==> src/rtl/echo_pkg.sv <==
// echo_pkg: shared widths, tap reset defaults and FSM state type for the echo tap generator.
package echo_pkg;
   localparam int DATA_W_DEF = 16;
   localparam int COEF_W_DEF = 16;
   localparam logic signed [15:0] DEF_COEF0 = 16'sh4000;
   localparam logic signed [15:0] DEF_COEF1 = 16'sh2666;
   localparam logic signed [15:0] DEF_COEF2 = 16'sh1999;
   typedef enum logic [1:0] {IDLE, ACCUM, OUT} state_t;
   function automatic int acc_width(input int data_w, input int coef_w, input int ntaps);
      return data_w + coef_w + $clog2(ntaps);
   endfunction
   function automatic int def_delay(input int k);
      return k < 3 ? k : 0;
   endfunction
   function automatic logic signed [15:0] def_coef(input int k);
      return k == 0 ? DEF_COEF0 : k == 1 ? DEF_COEF1 : k == 2 ? DEF_COEF2 : 16'sh0000;
   endfunction
endpackage

==> src/rtl/echo_sat_round.sv <==
// echo_sat_round: rounds a Q-scaled accumulator to DATA_W with half-up rounding and saturation.
module echo_sat_round #(
   parameter int ACC_W = 34,
   parameter int DATA_W = 16,
   parameter int COEF_W = 16
) (
   input  logic signed [ACC_W-1:0]  acc,
   output logic signed [DATA_W-1:0] q
);
   localparam int SW = ACC_W + 1;
   localparam logic [SW-1:0] HALF = SW'(1) << (COEF_W - 2);
   localparam logic signed [SW-1:0] MAXV = {{(SW-DATA_W+1){1'b0}}, {(DATA_W-1){1'b1}}};
   localparam logic signed [SW-1:0] MINV = {{(SW-DATA_W+1){1'b1}}, {(DATA_W-1){1'b0}}};
   logic signed [SW-1:0] sum;
   logic signed [SW-1:0] shr;
   // one guard bit keeps the rounding add from wrapping
   assign sum = {acc[ACC_W-1], acc} + HALF;
   assign shr = sum >>> (COEF_W - 1);
   always_comb q = shr > MAXV ? MAXV[DATA_W-1:0] : shr < MINV ? MINV[DATA_W-1:0] : shr[DATA_W-1:0];
endmodule

==> src/rtl/echo_tap_generator.sv <==
// echo_tap_generator: multi-tap weighted echo of an input stream over a circular delay line,
// with programmable per-tap delay/coefficient, one multiply-accumulate per cycle.
module echo_tap_generator
   import echo_pkg::*;
#(
   parameter int DATA_W = DATA_W_DEF,
   parameter int COEF_W = COEF_W_DEF,
   parameter int NTAPS = 4,
   parameter int DEPTH = 64,
   localparam int ADDR_W = $clog2(DEPTH),
   localparam int TAP_W = $clog2(NTAPS)
) (
   input  logic                     clk,
   input  logic                     rst,
   input  logic                     in_valid,
   output logic                     in_ready,
   input  logic signed [DATA_W-1:0] in_data,
   input  logic                     bypass,
   output logic                     out_valid,
   output logic signed [DATA_W-1:0] out_data,
   input  logic                     cfg_we,
   input  logic [TAP_W-1:0]         cfg_tap,
   input  logic [ADDR_W-1:0]        cfg_delay,
   input  logic signed [COEF_W-1:0] cfg_coef,
   output logic                     cfg_ready
);
   localparam int ACC_W = acc_width(DATA_W, COEF_W, NTAPS);
   localparam int PW = DATA_W + COEF_W;
   state_t state, state_nx;
   logic signed [DATA_W-1:0] line [DEPTH];
   logic [ADDR_W-1:0] tap_delay [NTAPS];
   logic signed [COEF_W-1:0] tap_coef [NTAPS];
   logic [ADDR_W-1:0] wr_ptr, base, rd_addr;
   logic [TAP_W-1:0] k;
   logic signed [ACC_W-1:0] acc;
   logic signed [PW-1:0] prod;
   logic signed [DATA_W-1:0] samp, out_hold, sat_q, out_val;
   logic byp, accept, last_tap;

   assign accept = state == IDLE && in_valid;
   assign last_tap = k == TAP_W'(NTAPS - 1);
   assign rd_addr = base - tap_delay[k];
   assign prod = PW'(tap_coef[k]) * PW'(line[rd_addr]);
   assign out_val = byp ? samp : sat_q;

   always_ff @(posedge clk or posedge rst)
      if (rst) state <= IDLE;
      else state <= state_nx;

   always_comb
      state_nx = state == IDLE ? (in_valid ? ACCUM : IDLE) :
                 state == ACCUM ? (last_tap ? OUT : ACCUM) : IDLE;

   always_comb begin
      in_ready = state == IDLE;
      cfg_ready = state == IDLE;
      out_valid = state == OUT;
      out_data = state == OUT ? out_val : out_hold;
   end

   // taps read during ACCUM, so a write in the accept cycle already applies to that sample
   always_ff @(posedge clk or posedge rst)
      if (rst) begin
         wr_ptr <= '0;
         base <= '0;
         k <= '0;
         acc <= '0;
         samp <= '0;
         byp <= 1'b0;
         out_hold <= '0;
         for (int i = 0; i < DEPTH; i++) line[i] <= '0;
         for (int i = 0; i < NTAPS; i++) begin
            tap_delay[i] <= ADDR_W'(def_delay(i));
            tap_coef[i] <= COEF_W'(def_coef(i));
         end
      end else begin
         if (cfg_we && cfg_ready) begin
            tap_delay[cfg_tap] <= cfg_delay;
            tap_coef[cfg_tap] <= cfg_coef;
         end
         if (accept) begin
            line[wr_ptr] <= in_data;
            base <= wr_ptr;
            wr_ptr <= wr_ptr + 1'b1;
            byp <= bypass;
            samp <= in_data;
            acc <= '0;
            k <= '0;
         end
         if (state == ACCUM) begin
            acc <= acc + ACC_W'(prod);
            k <= k + 1'b1;
         end
         if (state == OUT) out_hold <= out_val;
      end

   echo_sat_round #(.ACC_W(ACC_W), .DATA_W(DATA_W), .COEF_W(COEF_W)) u_sat (
      .acc(acc),
      .q(sat_q)
   );
endmodule

==> config.mk <==
export PLATFORM = sky130hd
export DESIGN_NAME = echo_tap_generator
export DESIGN_NICKNAME = d
export VERILOG_FILES = /design/src/rtl/echo_pkg.sv /design/src/rtl/echo_sat_round.sv /design/src/rtl/echo_tap_generator.sv
export SDC_FILE = /design/constraint.sdc
export NUM_CORES = 2
export LEC_CHECK = 0
export ABC_AREA = 1
export ABC_CLOCK_PERIOD_IN_PS = 101900
export BUFFER_PORTS_ARGS = -buffer_cell sky130_fd_sc_hd__buf_2
export CAP_MARGIN = 10
export CORE_MARGIN = 2
export CORE_UTILIZATION = 25
export CTS_BUF_LIST = sky130_fd_sc_hd__clkbuf_8
export DETAILED_ROUTE_END_ITERATION = 8
export PLACE_DENSITY = 0.48
export REMOVE_ABC_BUFFERS = 1
export SYNTH_ARGS = -nofsm -noshare
export SYNTH_HDL_FRONTEND = slang
export SYNTH_SLANG_ARGS = --single-unit
==> constraint.sdc <==
create_clock -name clk -period 101.9 [get_ports clk]
set_input_delay 10.19 -clock clk [delete_from_list [all_inputs] [get_ports clk]]
set_output_delay 10.19 -clock clk [all_outputs]
set_load 0.1 [all_outputs]
# Word level (Yosys, flattened, before mapping)
# Cells that the tools add are included.
[op_classes]
n_addsub = 5
multipliers = 1
order_cmp = 8
eq_ne = 3
n_mux = 30
bitwise = 4
n_reduce_logical = 6
[op_table]
columns = ["cell", "count"]
rows = [
  ["$bwmux 1024", 1],
  ["$mux 16", 10],
  ["$bmux 16 s6", 1],
  ["$demux 16 s6", 1],
  ["$mux 34", 2],
  ["$bwmux 64", 1],
  ["$add 34x16->35 const B", 1],
  ["$add 34x32->34", 1],
  ["$bmux 16 s2", 1],
  ["$demux 16 s2", 1],
  ["$mul 16x16->32", 1],
  ["$bwmux 24", 1],
  ["$gt 20x16->1 const B", 1],
  ["$lt 20x16->1 const B", 1],
  ["$mux 6", 3],
  ["$ge 7x7->1 const B", 2],
  ["$not 6->7", 2],
  ["$bmux 6 s2", 1],
  ["$demux 6 s2", 1],
  ["$mux 2", 5],
  ["$lt 7x1->1 const B", 1],
  ["$add 6x1->6 const B", 1],
  ["$ge 3x3->1 const B", 2],
  ["$not 2->3", 2],
  ["other kinds (9)", 13],
]
[word_totals]
ff_bits = 1195
input_bits = 45
output_inout_bits = 19
elab_cells = 137

# Depth between registers and ports, before layout
[depth]
depth_word = 12
depth_mapped = 44
mapped_depth_nobuf = 39

# By module
# Synthesis repeated with hierarchy kept, for this count alone.
[unflattened]
hier_cells = 7991
hier_area_um2 = 65894.4
[by_module_without_submodules]
columns = ["module", "instances", "cells_each", "area_each_um2", "seq_area_each_um2"]
rows = [
  ["echo_tap_generator", 1, 7859, 65218.8, 29925.0],
  ["echo_sat_round", 1, 132, 675.6, 0.0],
]

# Worst setup path after synthesis
# Ideal clock, no wire load.
[synth_path]
path_kind = "reg2out"
startpoint = "register state[0]"
endpoint = "output port out_data[10]"
arrival_time_ns = 3.501
required_time_ns = 91.710
path_slack_ns = 88.209
stages_incl_launch_ff = 7
n_path_buf = 1
cell_sequence = "dfrtp_1 nor2_1 inv_1 dlygate4sd3_1 nor2_1 nand2_1 nand2_1"
[synth_between]
elab_chain_cells = 2
[synth_lines]
columns = ["element", "line_no", "rtl"]
rows = [
  ["from (decl)", "echo_tap_generator.sv:29", "state_t state, state_nx;"],
  ["from (signal assigned)", "echo_tap_generator.sv:48", "else state <= state_nx;"],
  ["$eq 2x2->1", "--", ""],
  ["via out_valid", "echo_tap_generator.sv:19", "output logic out_valid,"],
  ["$mux 16", "--", ""],
  ["to (decl)", "echo_tap_generator.sv:20", "output logic signed [DATA_W-1:0] out_data,"],
]
# The timed path passes the listed nets, and every way through them passes these cells.

# Final worst setup path
[layout_path]
startpoint = "register acc[17]"
endpoint = "output port out_data[13]"
[layout_between]
elab_chain_cells = 6
word_cells_on_any_way = 7
classes_between = "add/sub (1); order compare (2); mux (4)"
[layout_lines]
columns = ["element", "line_no", "rtl"]
rows = [
  ["from (decl)", "echo_tap_generator.sv:35", "logic signed [ACC_W-1:0] acc;"],
  ["from (signal assigned)", "echo_tap_generator.sv:91", "acc <= acc + ACC_W'(prod);"],
  ["$add 34x16->35 (*)", "echo_sat_round.sv:17", "assign sum = {acc[ACC_W-1], acc} + HALF;"],
  ["$lt 20x16->1", "echo_sat_round.sv:19", "always_comb q = shr > MAXV ? MAXV[DATA_W-1:0] : shr < MINV ? MINV[DATA_W-1:0] : shr[DATA_W-1:0];"],
  ["$mux 16", "echo_sat_round.sv:19", ""],
  ["$mux 16 (*)", "echo_sat_round.sv:19", ""],
  ["$mux 16 (*)", "echo_tap_generator.sv:44", "assign out_val = byp ? samp : sat_q;"],
  ["$mux 16 (*)", "--", ""],
]
# Every way passes the cells marked *; elsewhere a longest branch is shown, timed or not.

==> results.sh <==
export IMPL_slowest_stage="dfrtp_1"
export IMPL_fillers=28400
export IMPL_root_buffer="clkbuf_8"
export IMPL_viasPerCell=4.75
export IMPL_num_vias=54500
export IMPL_criticalPathCategory="reg -> out"
export IMPL_die_y_um=517
export IMPL_dr_pass1_iters=8
export IMPL_hold_path_depth=2
export IMPL_synth_edf_count=0
export IMPL_dp_slack_ns=87.50
export IMPL_fin_ws_ns=87.97
export IMPL_pin_count=64
export IMPL_synth_top_area_share_pct=44.8
export IMPL_startpoint_type="flop"
export IMPL_r2r_slack_ns=88.51
export IMPL_r2r_start="k[0]$_DFFE_PP0P_"
export IMPL_grt_setup_unrepaired="no"
export IMPL_maxCapViolations=0
export IMPL_drive_above_1_share_pct=7.51
export IMPL_required_ns=91.71
export IMPL_grt_busiest_layer="met2"
export IMPL_cts_setup_buffers=0
export IMPL_wl_per_cell_um=19.5
export IMPL_cts_tree="built"
export IMPL_final_cells=11500
export IMPL_synthTopCellsByArea="dfrtp_1 45%, nand2_1 14%, fa_1 9.3%"
export IMPL_reg2reg_to="acc[25]$_DFFE_PP0P_"
export IMPL_met3_usage_pct=3.38
export IMPL_grt_overflow_total=0
export IMPL_gp_congestion=0.866
export IMPL_final_max_slew_viol_count=0
export IMPL_ant_nets=0
export IMPL_status="finished, final reports clean"
export IMPL_yosysMostFrequentCell="nand2_1"
export IMPL_cp_startpoint="acc[17]$_DFFE_PP0P_"
export IMPL_regArea_um2=29900
export IMPL_port_buffers=63
export IMPL_grt_pass1_wl_um=342000
export IMPL_placed_cells=11100
export IMPL_tightest_slew_ns=1.31
export IMPL_syn_area_um2=65800
export IMPL_multiInputGateArea_um2=31400
export IMPL_dieArea_um2=267000
export IMPL_ys_top_cells_by_count="2511 x nand2_1, 1197 x o21ai_0, 1178 x dfrtp_1"
export IMPL_ys_ff_latch=1195
export IMPL_max_freq_mhz=71.8
export IMPL_clk_path_buf_depth=3
export IMPL_crit_chain="nand2_1, nor3_1, nand3_1, nor2_1, nand2_1, xor2_1, nand3b_1, nand2_2, nand2_1, nand2_1, nand2_1, nand2_1, buf_2"
export IMPL_hp_class="reg -> reg"
export IMPL_syn_to_final_growth_pct=11.4
export IMPL_period_needed_ns=13.93
export IMPL_grt_max_degree=178
export IMPL_cp_end_kind="primary output"
export IMPL_grt_pass1_vias=53700
export IMPL_synth_distinct_cells=56
export IMPL_cts_made_buffers=202
export IMPL_relSlewSlack_pct=13.0
export IMPL_netlist_instances=7998
export IMPL_cpMostUsedCell="nand2_1"
export IMPL_final_util_pct=28.0
export IMPL_endpoint="out_data[13]"
export IMPL_clock_skew_final_ns=0.0767
export IMPL_final_setup_viol_count=0
export IMPL_yosys_warnings=0
export IMPL_hold_buffers=0
export IMPL_cp_arrival_ns=3.74
export IMPL_drc=0
export IMPL_seq_area_frac_synth_pct=45.5
export IMPL_async_reset_ff_share_pct=100
export IMPL_grt_total_usage_pct=16.6
export IMPL_postCtsResizedCells=0
export IMPL_hold_viol=0
export IMPL_grtUsageMet2_pct=26.3
export IMPL_fp_dieW_um=517
export IMPL_core_area_um2=262000
export IMPL_yosysTopAreaCell="dfrtp_1"
export IMPL_fin_setup_tns_ns=0
export IMPL_cp_max_fo=15
export IMPL_slowest_delay_ns=0.52
export IMPL_cts_sinks=1195
export IMPL_clk_latency_ns=0.96
export IMPL_htreeDepth=4
export IMPL_reg2reg_depth=37
export IMPL_initial_utilization_pct=25.1
export IMPL_ys_flop_type="dfrtp_1"
export IMPL_first_iter_violations=4577
export IMPL_routed_wl_um=224000
export IMPL_rows=188
export IMPL_dp_hpwl_um=138000
export IMPL_avgSynthCellArea_um2=8.23
export IMPL_nNetsFinal=8254
export IMPL_grt_use_met1_pct=22.8
export IMPL_antenna_found_initial=8
export IMPL_path_clk_slew_ns=0.10
export IMPL_period_share_pct=13.7
==> worst min-delay path by stage <==
stage / slack, ns / endpoint / startpoint
2_1_floorplan: 0.45 / line[103]$_DFFE_PP0P_ / line[103]$_DFFE_PP0P_
3_3_place_gp: 0.46 / out_hold[3]$_DFF_PP0_ / out_hold[3]$_DFF_PP0_
3_5_place_dp: 0.46 / out_hold[5]$_DFF_PP0_ / out_hold[5]$_DFF_PP0_
4_1_cts: 0.48 / out_hold[1]$_DFF_PP0_ / out_hold[1]$_DFF_PP0_
5_1_grt: 0.50 / out_hold[8]$_DFF_PP0_ / out_hold[8]$_DFF_PP0_
6_report: 0.48 / out_hold[8]$_DFF_PP0_ / out_hold[8]$_DFF_PP0_
==> layout by cell type, fill, tap and decap left out, types with 122 or more instances in the layout <==
| master | n |
|---|---|
| a21oi_1 | 140 |
| buf_4 | 122 |
| clkbuf_8 | 256 |
| dfrtp_1 | 1178 |
| fa_1 | 306 |
| inv_1 | 523 |
| nand2_1 | 2511 |
| nand3_1 | 814 |
| nor2_1 | 283 |
| o21ai_0 | 1197 |
==> kinds of logic after synthesis <==
group | Yosys count | synth area share, %
compound gates | 1568 | 12.7
xor+xnor | 33 | 0.468
fa+ha+maj | 416 | 11.4
buf+inv | 1097 | 6.98
flops | 1195 | 45.5
simple gates | 3689 | 22.9
==> sequential cells by signal, indices dropped and copies added, names as in the netlist <==
name / flops
line: 1024
state: 2
tap_coef: 64
out_hold: 16
wr_ptr: 6
tap_delay: 24
k: 2
acc: 34
byp: 1
samp: 16
base: 6
==> critical path: cells and delay by family (launching register included) <==
kind          cells  cell delay [ns]
buf+inv           1             0.50
simple gates     11             1.58
flops             1             0.52
xor+xnor          1             0.17
==> metal layers <==
layer	wire length, um	share of wire, %
met5	172	0.077
met4	6410	2.9
met3	14400	6.5
met2	101000	45
met1	102000	46
==> area by class of cell <==
cell class | count | share of cell area [%]
clock inverter | 115 | 1.08
tap | 3515 | 6.00
clock buffer | 256 | 4.81
antenna | 2 | 0.00683
multi-input combinational | 5706 | 42.8
timing repair buffer | 194 | 1.97
inverter | 494 | 2.56
sequential | 1195 | 40.8
==> through the flow <==
stage,hold slack (ns),cell area (um2)
detailed placement,0.463,68900
global placement,0.461,68900
finish,0.476,73300
floorplan,0.448,63100
global route,0.497,73300
CTS,0.479,73200
Power is left out: the tool's default activity adds up to more than one toggle a clock period on the data nets, which glitch-free logic cannot reach.
